File: config.mk
export PLATFORM = sky130hd
export DESIGN_NAME = ws2812_decoder
export DESIGN_NICKNAME = d
export VERILOG_FILES = /design/src/rtl/ws2812_decoder.sv
export SDC_FILE = /design/constraint.sdc
export NUM_CORES = 1
export LEC_CHECK = 0
export ABC_AREA = 1
export CELL_PAD_IN_SITES_DETAIL_PLACEMENT = 1
export CELL_PAD_IN_SITES_GLOBAL_PLACEMENT = 2
export CORE_UTILIZATION = 40
export DETAILED_ROUTE_END_ITERATION = 8
export PLACE_DENSITY_LB_ADDON = 0.1
export SLEW_MARGIN = 40
export SYNTH_ARGS = -nofsm -noshare
export SYNTH_HDL_FRONTEND = slang
export SYNTH_SLANG_ARGS = --single-unit
export TNS_END_PERCENT = 20
File: constraint.sdc
create_clock -name clk -period 2.75 [get_ports clk]
set_clock_uncertainty 0.05 [all_clocks]
set_input_delay 0.55 -clock clk [delete_from_list [all_inputs] [get_ports clk]]
set_output_delay 0.55 -clock clk [all_outputs]
set_load 0.01 [all_outputs]
File: src/rtl/ws2812_decoder.sv
// ws2812_decoder
// Single-wire WS2812 (NZR, 800 kHz) receiver. Recovers 24-bit GRB pixel
// words from a serial LED-chain stream, reports them one pixel at a time
// with a frame-relative index, and flags latch gaps and line errors.
//
// Ports:
//   clk          - system clock, all logic on the rising edge
//   reset_n      - asynchronous active-low reset
//   din          - raw WS2812 data line, asynchronous to clk
//   pixel_valid  - one-cycle strobe, pixel_grb/pixel_index valid
//   pixel_grb    - decoded word, first received bit in [23]
//   pixel_index  - position of this pixel in the current frame (mod 256)
//   frame_done   - one-cycle strobe at a latch gap ending a non-empty frame
//   frame_pixels - complete pixels in the last finished frame (saturates 511)
//   line_error   - one-cycle strobe on over-long high or partial-pixel discard
module ws2812_decoder #(
   parameter int T_MIN    = 4,
   parameter int T_THRESH = 16,
   parameter int T_HMAX   = 54,
   parameter int T_RESET  = 1350
) (
   input  logic        clk,
   input  logic        reset_n,
   input  logic        din,
   output logic        pixel_valid,
   output logic [23:0] pixel_grb,
   output logic [7:0]  pixel_index,
   output logic        frame_done,
   output logic [8:0]  frame_pixels,
   output logic        line_error
);

   localparam int HW = $clog2(T_HMAX + 1);
   localparam int LW = $clog2(T_RESET + 1);

   localparam logic [HW-1:0] H_MIN    = HW'(T_MIN);
   localparam logic [HW-1:0] H_THRESH = HW'(T_THRESH);
   localparam logic [HW-1:0] H_LAST   = HW'(T_HMAX - 1);
   localparam logic [LW-1:0] L_RESET  = LW'(T_RESET);
   localparam logic [LW-1:0] L_LAST   = LW'(T_RESET - 1);

   typedef enum logic [1:0] {
      SYNC,
      LOW,
      HIGH
   } state_t;

   state_t        state;
   logic          din_meta;
   logic          din_s;
   logic [HW-1:0] hcnt;
   logic [LW-1:0] lcnt;
   logic [4:0]    bcnt;
   logic [8:0]    pcnt;
   logic [23:0]   shreg;
   logic          pix_pend;
   logic [23:0]   pix_word;
   logic [7:0]    pix_idx;

   logic          bit_val;
   logic [23:0]   shift_next;

   // The width of the high pulse that just ended decides the bit value, and
   // the word that would result if this bit is shifted in is formed here so
   // the 24th bit can be captured in the same cycle it is decoded.
   assign bit_val    = (hcnt >= H_THRESH);
   assign shift_next = {shreg[22:0], bit_val};

   // Two-flop synchronizer for the asynchronous data line; everything
   // downstream only ever looks at din_s.
   always_ff @(posedge clk or negedge reset_n) begin
      if (!reset_n) begin
         din_meta <= 1'b0;
         din_s    <= 1'b0;
      end else begin
         din_meta <= din;
         din_s    <= din_meta;
      end
   end

   // Decoder state machine. The LOW/HIGH state doubles as the previous
   // value of din_s, so a state/level mismatch is the edge detector.
   // SYNC waits for a full latch gap before trusting any data, which is
   // how we recover from power-up mid-stream and from over-long highs.
   // The latch event is tied to lcnt stepping onto T_RESET; lcnt then
   // saturates there, so one gap fires exactly once, and a glitch inside
   // the gap cannot re-arm it because lcnt is left untouched in HIGH.
   always_ff @(posedge clk or negedge reset_n) begin
      if (!reset_n) begin
         state        <= SYNC;
         hcnt         <= '0;
         lcnt         <= '0;
         bcnt         <= '0;
         pcnt         <= '0;
         shreg        <= '0;
         pix_pend     <= 1'b0;
         pix_word     <= '0;
         pix_idx      <= '0;
         frame_done   <= 1'b0;
         frame_pixels <= '0;
         line_error   <= 1'b0;
      end else begin
         pix_pend   <= 1'b0;
         frame_done <= 1'b0;
         line_error <= 1'b0;
         case (state)
            SYNC: begin
               if (din_s) begin
                  lcnt <= '0;
               end else if (lcnt == L_LAST) begin
                  lcnt  <= L_RESET;
                  bcnt  <= '0;
                  pcnt  <= '0;
                  state <= LOW;
               end else begin
                  lcnt <= lcnt + 1'b1;
               end
            end
            LOW: begin
               if (din_s) begin
                  hcnt  <= HW'(1);
                  state <= HIGH;
               end else if (lcnt != L_RESET) begin
                  lcnt <= lcnt + 1'b1;
                  if (lcnt == L_LAST) begin
                     if (bcnt != 5'd0) begin
                        line_error <= 1'b1;
                     end
                     if (pcnt != 9'd0) begin
                        frame_done   <= 1'b1;
                        frame_pixels <= pcnt;
                     end
                     bcnt <= '0;
                     pcnt <= '0;
                  end
               end
            end
            HIGH: begin
               if (din_s) begin
                  if (hcnt == H_LAST) begin
                     line_error <= 1'b1;
                     bcnt       <= '0;
                     pcnt       <= '0;
                     lcnt       <= '0;
                     state      <= SYNC;
                  end else begin
                     hcnt <= hcnt + 1'b1;
                  end
               end else if (hcnt < H_MIN) begin
                  state <= LOW;
               end else begin
                  shreg <= shift_next;
                  lcnt  <= '0;
                  state <= LOW;
                  if (bcnt == 5'd23) begin
                     bcnt     <= '0;
                     pix_pend <= 1'b1;
                     pix_word <= shift_next;
                     pix_idx  <= pcnt[7:0];
                     if (pcnt != 9'h1FF) begin
                        pcnt <= pcnt + 1'b1;
                     end
                  end else begin
                     bcnt <= bcnt + 1'b1;
                  end
               end
            end
            default: begin
               state <= SYNC;
            end
         endcase
      end
   end

   // Pixel output stage. One register between the decoder and the port
   // puts pixel_valid three edges after the synchronizer first sees the
   // final falling edge, and keeps word/index stable between strobes.
   always_ff @(posedge clk or negedge reset_n) begin
      if (!reset_n) begin
         pixel_valid <= 1'b0;
         pixel_grb   <= '0;
         pixel_index <= '0;
      end else begin
         pixel_valid <= pix_pend;
         if (pix_pend) begin
            pixel_grb   <= pix_word;
            pixel_index <= pix_idx;
         end
      end
   end

endmodule

# Word level (Yosys, flattened, before mapping)
# Cells that the tools add are included.
[op_classes]
add_sub_neg = 4
order_cmp = 2
n_eq_ne = 18
n_mux = 53
bitwise = 2
reduce_logical = 13
[ops]
columns = ["operator", "n"]
rows = [
  ["9-bit 2-to-1 mux", 9],
  ["11-bit 2-to-1 mux", 7],
  ["5-bit 2-to-1 mux", 8],
  ["11-bit case mux with 3 select lines", 1],
  ["9-bit case mux with 3 select lines", 1],
  ["6-bit 2-to-1 mux", 3],
  ["1-bit 2-to-1 mux", 15],
  ["5-bit case mux with 3 select lines", 1],
  ["2-bit inequality test, second input constant", 7],
  ["3-bit inequality test, second input constant", 4],
  ["6-bit case mux with 2 select lines", 1],
  ["4-bit AND reduction", 3],
  ["11-bit by 1-bit adder with 11-bit output, second input constant", 1],
  ["11-bit equality test, second input constant", 1],
  ["11-bit inequality test, second input constant", 1],
  ["2-bit 2-to-1 mux", 5],
  ["5-bit AND reduction", 2],
  ["9-bit by 1-bit adder with 9-bit output, second input constant", 1],
  ["9-bit inequality test, second input constant", 1],
  ["9-bit nonzero test", 1],
  ["8-bit AND reduction", 1],
  ["6-bit by 1-bit adder with 6-bit output, second input constant", 1],
  ["6-bit equality test, second input constant", 1],
  ["6-bit by 5-bit greater-or-equal comparator with 1-bit output, second input constant", 1],
  ["14 further kinds", 15],
]
[totals]
ff_bits = 135
word_cells = 109

# Longest topological paths before layout
[depth]
depth_word = 6
mapped_depth = 13

# Least setup slack after synthesis
# No wires, ideal clock.
[synth_path]
path_type = "register to register"
startpoint = "reg pcnt[0]"
endpoint = "reg pcnt[0]"
t_arrival_ps = 1674
path_slack_ps = 961
stages_incl_launch_ff = 14
n_path_buf = 0
synth_period_minus_slack_ps = 1789
path_cell_list = "dfrtp_1 > ha_1 > nand3_1 > nor2_1 > nand3_1 > nor2_1 > ha_1 > nand2_1 > nand2_1 > a21oi_1 > nand3_1 > nor2_4 > nand2_1 > nand2_1"
[synth_via]
elab_chain_cells = 6
elab_cells_between_ends = 13
[synth_rtl]
columns = ["element", "line_no", "rtl"]
rows = [
  ["start, declared", "54", "logic [8:0] pcnt;"],
  ["start signal, assigned", "161", "pcnt <= pcnt + 1'b1;"],
  ["9-bit by 1-bit adder with 9-bit output", "161", ""],
  ["9-bit 2-to-1 mux", "160", "if (pcnt != 9'h1FF) begin"],
  ["9-bit 2-to-1 mux", "155", "if (bcnt == 5'd23) begin"],
  ["9-bit 2-to-1 mux", "149", "end else if (hcnt < H_MIN) begin"],
  ["9-bit 2-to-1 mux", "139", "if (din_s) begin"],
  ["9-bit case mux with 3 select lines", "106", "case (state)"],
]
# Several ways; a longest one is shown, not always the timed one. The select of a mux whose other input is x is not followed.
# A chain may end at the register's enable or synchronous reset.

# Final worst setup path
[layout_path]
startpoint = "reg state[0]"
endpoint = "reg lcnt[9]"
[layout_via]
elab_chain_cells = 3
elab_cells_between_ends = 10
[layout_rtl]
columns = ["element", "line_no", "rtl"]
rows = [
  ["start, declared", "48", "state_t state;"],
  ["start signal, assigned", "90", "state <= SYNC;"],
  ["start signal, assigned", "114", "state <= LOW;"],
  ["start signal, assigned", "122", "state <= HIGH;"],
  ["2-bit equality test, or another cell as far along", "106", ""],
  ["3-bit inequality test (no line), or another cell as far along", "n/a", ""],
  ["5-bit AND reduction (no line)", "n/a", ""],
  ["end signal, assigned", "116", "lcnt <= lcnt + 1'b1;"],
  ["end signal, assigned", "124", "lcnt <= lcnt + 1'b1;"],
  ["end, declared", "52", "logic [LW-1:0] lcnt;"],
]
# Several ways; a longest one is shown, not always the timed one.

==> flow_summary.json <==
{
  "peakVddDrop_uv": 373,
  "async_reset_ff_share_pct": 100,
  "grt.total_usage_pct": 19.3,
  "synthFlopType": "dfrtp_1",
  "drt-total-wl_mm": 14.1,
  "grt_overflow": 0,
  "cts.repair.resized": 0,
  "start_util_pct": 41.1,
  "clk_pin_slew_worst_paths_ps": 60,
  "grt_max_degree": 64,
  "cap_violations": 0,
  "coreArea_um2": 15300,
  "clk_path_buf_depth": 2,
  "cp_num_cells": 11,
  "ys_types": 37,
  "worst_pin_slew_ps": 575,
  "p_leak_nw": 3.52,
  "clock-sinks": 135,
  "antenna_left": 0,
  "register_area_um2": 3380,
  "die_y_um": 127,
  "power_mw": 4.45,
  "ys_seq_area_share_pct": 53.9,
  "setup_violations": 0,
  "cp-start-kind": "register",
  "grt_pass1_vias": 4829,
  "slew_headroom_pct": 61.7,
  "grt_antenna_before_repair": 0,
  "synth.net_count": 694,
  "required_ps": 3010,
  "post-cts-setup-buffers": 0,
  "synth_seq_cells": 135,
  "r2r_slack_ps": 530,
  "cp-startpoint": "state[0]$_DFFE_PN0P_",
  "rsz0062_at_grt": "false",
  "place_congestion": 0.809,
  "layout.nets": 743,
  "cp_slowest_cell": "dfrtp_1",
  "port_buffers": 46,
  "hold_path_class": "in2async",
  "cts_htree_levels": 4,
  "num_rows": 45,
  "worstSetupEndpoint": "lcnt[9]$_DFFE_PN0P_",
  "io_pins": 47,
  "dp_hpwl_mm": 9.67,
  "crit_arrival_ps": 2480,
  "crit_path_end_kind": "register",
  "dr.first_iter.drc_count": 193,
  "postCtsHoldBufs": 0,
  "powerDensity_nw_per_um2": 590,
  "r2r_end": "lcnt[9]$_DFFE_PN0P_",
  "synth_area_um2": 6270,
  "insertion_delay_ps": 420,
  "fin_setup_tns_ps": 0,
  "cpLargestDelayFamily": "simple AND/OR/NAND/NOR gates",
  "viasPerCell": 4.89,
  "r2r_cells": 11,
  "dr.pass1.iters": 4,
  "fin_crit_sh_pct": 80.7,
  "path_buf_inv": 4,
  "final_layout_size_suffix_gt1_share_pct": 14.2,
  "synth_edf_count": 0,
  "hold_viol": 0,
  "multiInputGateArea_um2": 2450,
  "path_max_fanout": 14,
  "via_count": 4644,
  "dieWidth_um": 127,
  "crit_chain": "inv_1 -> ha_1 -> inv_2 -> nor2_4 -> inv_2 -> nor2_1 -> nor3_4 -> nand2_4 -> clkinv_1 -> nand2_1 -> nand2_1",
  "avgRoutedWirePerCell_um": 14.8,
  "cts_buffers": 17,
  "die-area_um2": 16200,
  "reg2reg_from": "state[0]$_DFFE_PN0P_",
  "cp_slowest_stage_delay_ps": 440,
  "period_minus_slack_ps": 2220,
  "max_freq_ghz": 0.451,
  "netlist_instances": 676,
  "area_growth_pct": 20.4,
  "drcViolationCount": 0,
  "yosys_warnings": 0,
  "cts_tree": "yes",
  "cts-root-buf": "clkbuf_16",
  "criticalPathCategory": "reg2reg",
  "antenna_cells": 0,
  "status": "complete, no violations",
  "grt_pass1_wl_mm": 24.3,
  "syn_avg_cell_area_um2": 9.27,
  "maxSlewViolCount": 0,
  "fillers": 1745
}
-- logic make-up after synthesis --
group	share of synthesized area, %
AOI/OAI and AO/OA	8.73
xor gates and xnor gates	0.699
adders and majority gates	3.00
buffers and inverters	7.01
DFF	53.9
muxes	5.75
and+or+nand+nor	20.9
-- stage by stage --
step	hold slack (ps)	worst slack [ps]	util, %	instance area (µm²)	cells
2_1_floorplan	204	961	-	6270	676
3_3_place_gp	282	453	45.4	6930	917
3_5_place_dp	287	514	45.4	6930	917
4_1_cts	50.8	495	49.5	7550	949
5_1_grt	61.8	275	49.5	7550	949
6_report	36.8	531	49.5	7550	949
-- cell usage after synthesis (4+ instances only) --
library cell  number  area, µm²
buf_2             11       55.1
nand2_4            4       45.0
nor2_1            27        101
nand2_2            4       25.0
ha_1              15        188
o21ai_1           11       55.1
inv_2              9       33.8
nor3_1             5       25.0
inv_1             70        263
o21ai_2           10       87.6
nand3_1           29        145
nand2_1          181        679
nand4_1           19        119
o21ai_0           69        345
dfrtp_1          135       3380
mux2_2            24        270
nor2_4             4       45.0
mux2_1             8       90.1
clkbuf_1           6       22.5
xor2_1             4       35.0
-- where the power goes --
part	switching [mW]	total (mW)	internal, mW
registers	0.0101	2.00	1.99
logic	0.0604	0.0786	0.0182
clock network	0.925	2.37	1.45
total	0.995	4.45	3.46
-- placed cells by master (no fill, tap or decap), drive strengths merged --
cell | synthesis | final
xnor2 | 1 | 1
a31oi | 1 | 1
nor3 | 7 | 7
nor2 | 33 | 33
o21ai | 91 | 91
dfrtp | 135 | 135
inv | 79 | 84
mux2 | 32 | 32
a21oi | 3 | 3
nand3b | 1 | 1
xor2 | 4 | 4
nor4 | 3 | 3
nand4 | 19 | 19
clkdlybuf4s50 | 0 | 45
or2 | 1 | 1
clkinvlp | 0 | 2
bufinv | 0 | 3
buf | 16 | 8
nand2 | 189 | 189
ha | 15 | 15
nand3 | 33 | 33
o22ai | 1 | 1
clkbuf | 7 | 17
clkinv | 3 | 8
o21bai | 2 | 2
-- registers in the layout, indices dropped and copies added (netlist names) --
register      cells
lcnt             11
shreg            23
pix_idx           8
line_error        1
bcnt              5
pix_pend          1
pcnt              9
frame_pixels      9
din_s             1
frame_done        1
pixel_grb        24
pix_word         24
din_meta          1
pixel_valid       1
state             2
pixel_index       8
hcnt              6
-- layout make-up --
| type | count | share of cell area, % |
|---|---|---|
| inverters | 82 | 4.11 |
| well taps | 211 | 3.50 |
| multi-input cells | 436 | 32.4 |
| flip-flops and latches | 135 | 44.8 |
| clock buffers | 17 | 5.64 |
| repair buffers | 53 | 6.98 |
| clock inverters | 15 | 2.57 |
-- per-layer routing --
layer	wire, µm	GRT usage (%)
met5	0	0
met4	267	7.35
met3	287	4.40
met2	6640	31.0
met1	6870	25.4
-- worst min-delay path by stage --
stage	cells after the start	end	slack, ps
floorplan	0	bcnt[0]$_DFFE_PN0P_	200
global placement	0	din_s$_DFF_PN0_	280
detailed placement	0	din_s$_DFF_PN0_	290
CTS	1	pixel_grb[9]$_DFFE_PN0P_	50
global route	1	pixel_grb[9]$_DFFE_PN0P_	60
finish	1	pixel_grb[9]$_DFFE_PN0P_	40
Power figures use the tool's default switching activity.
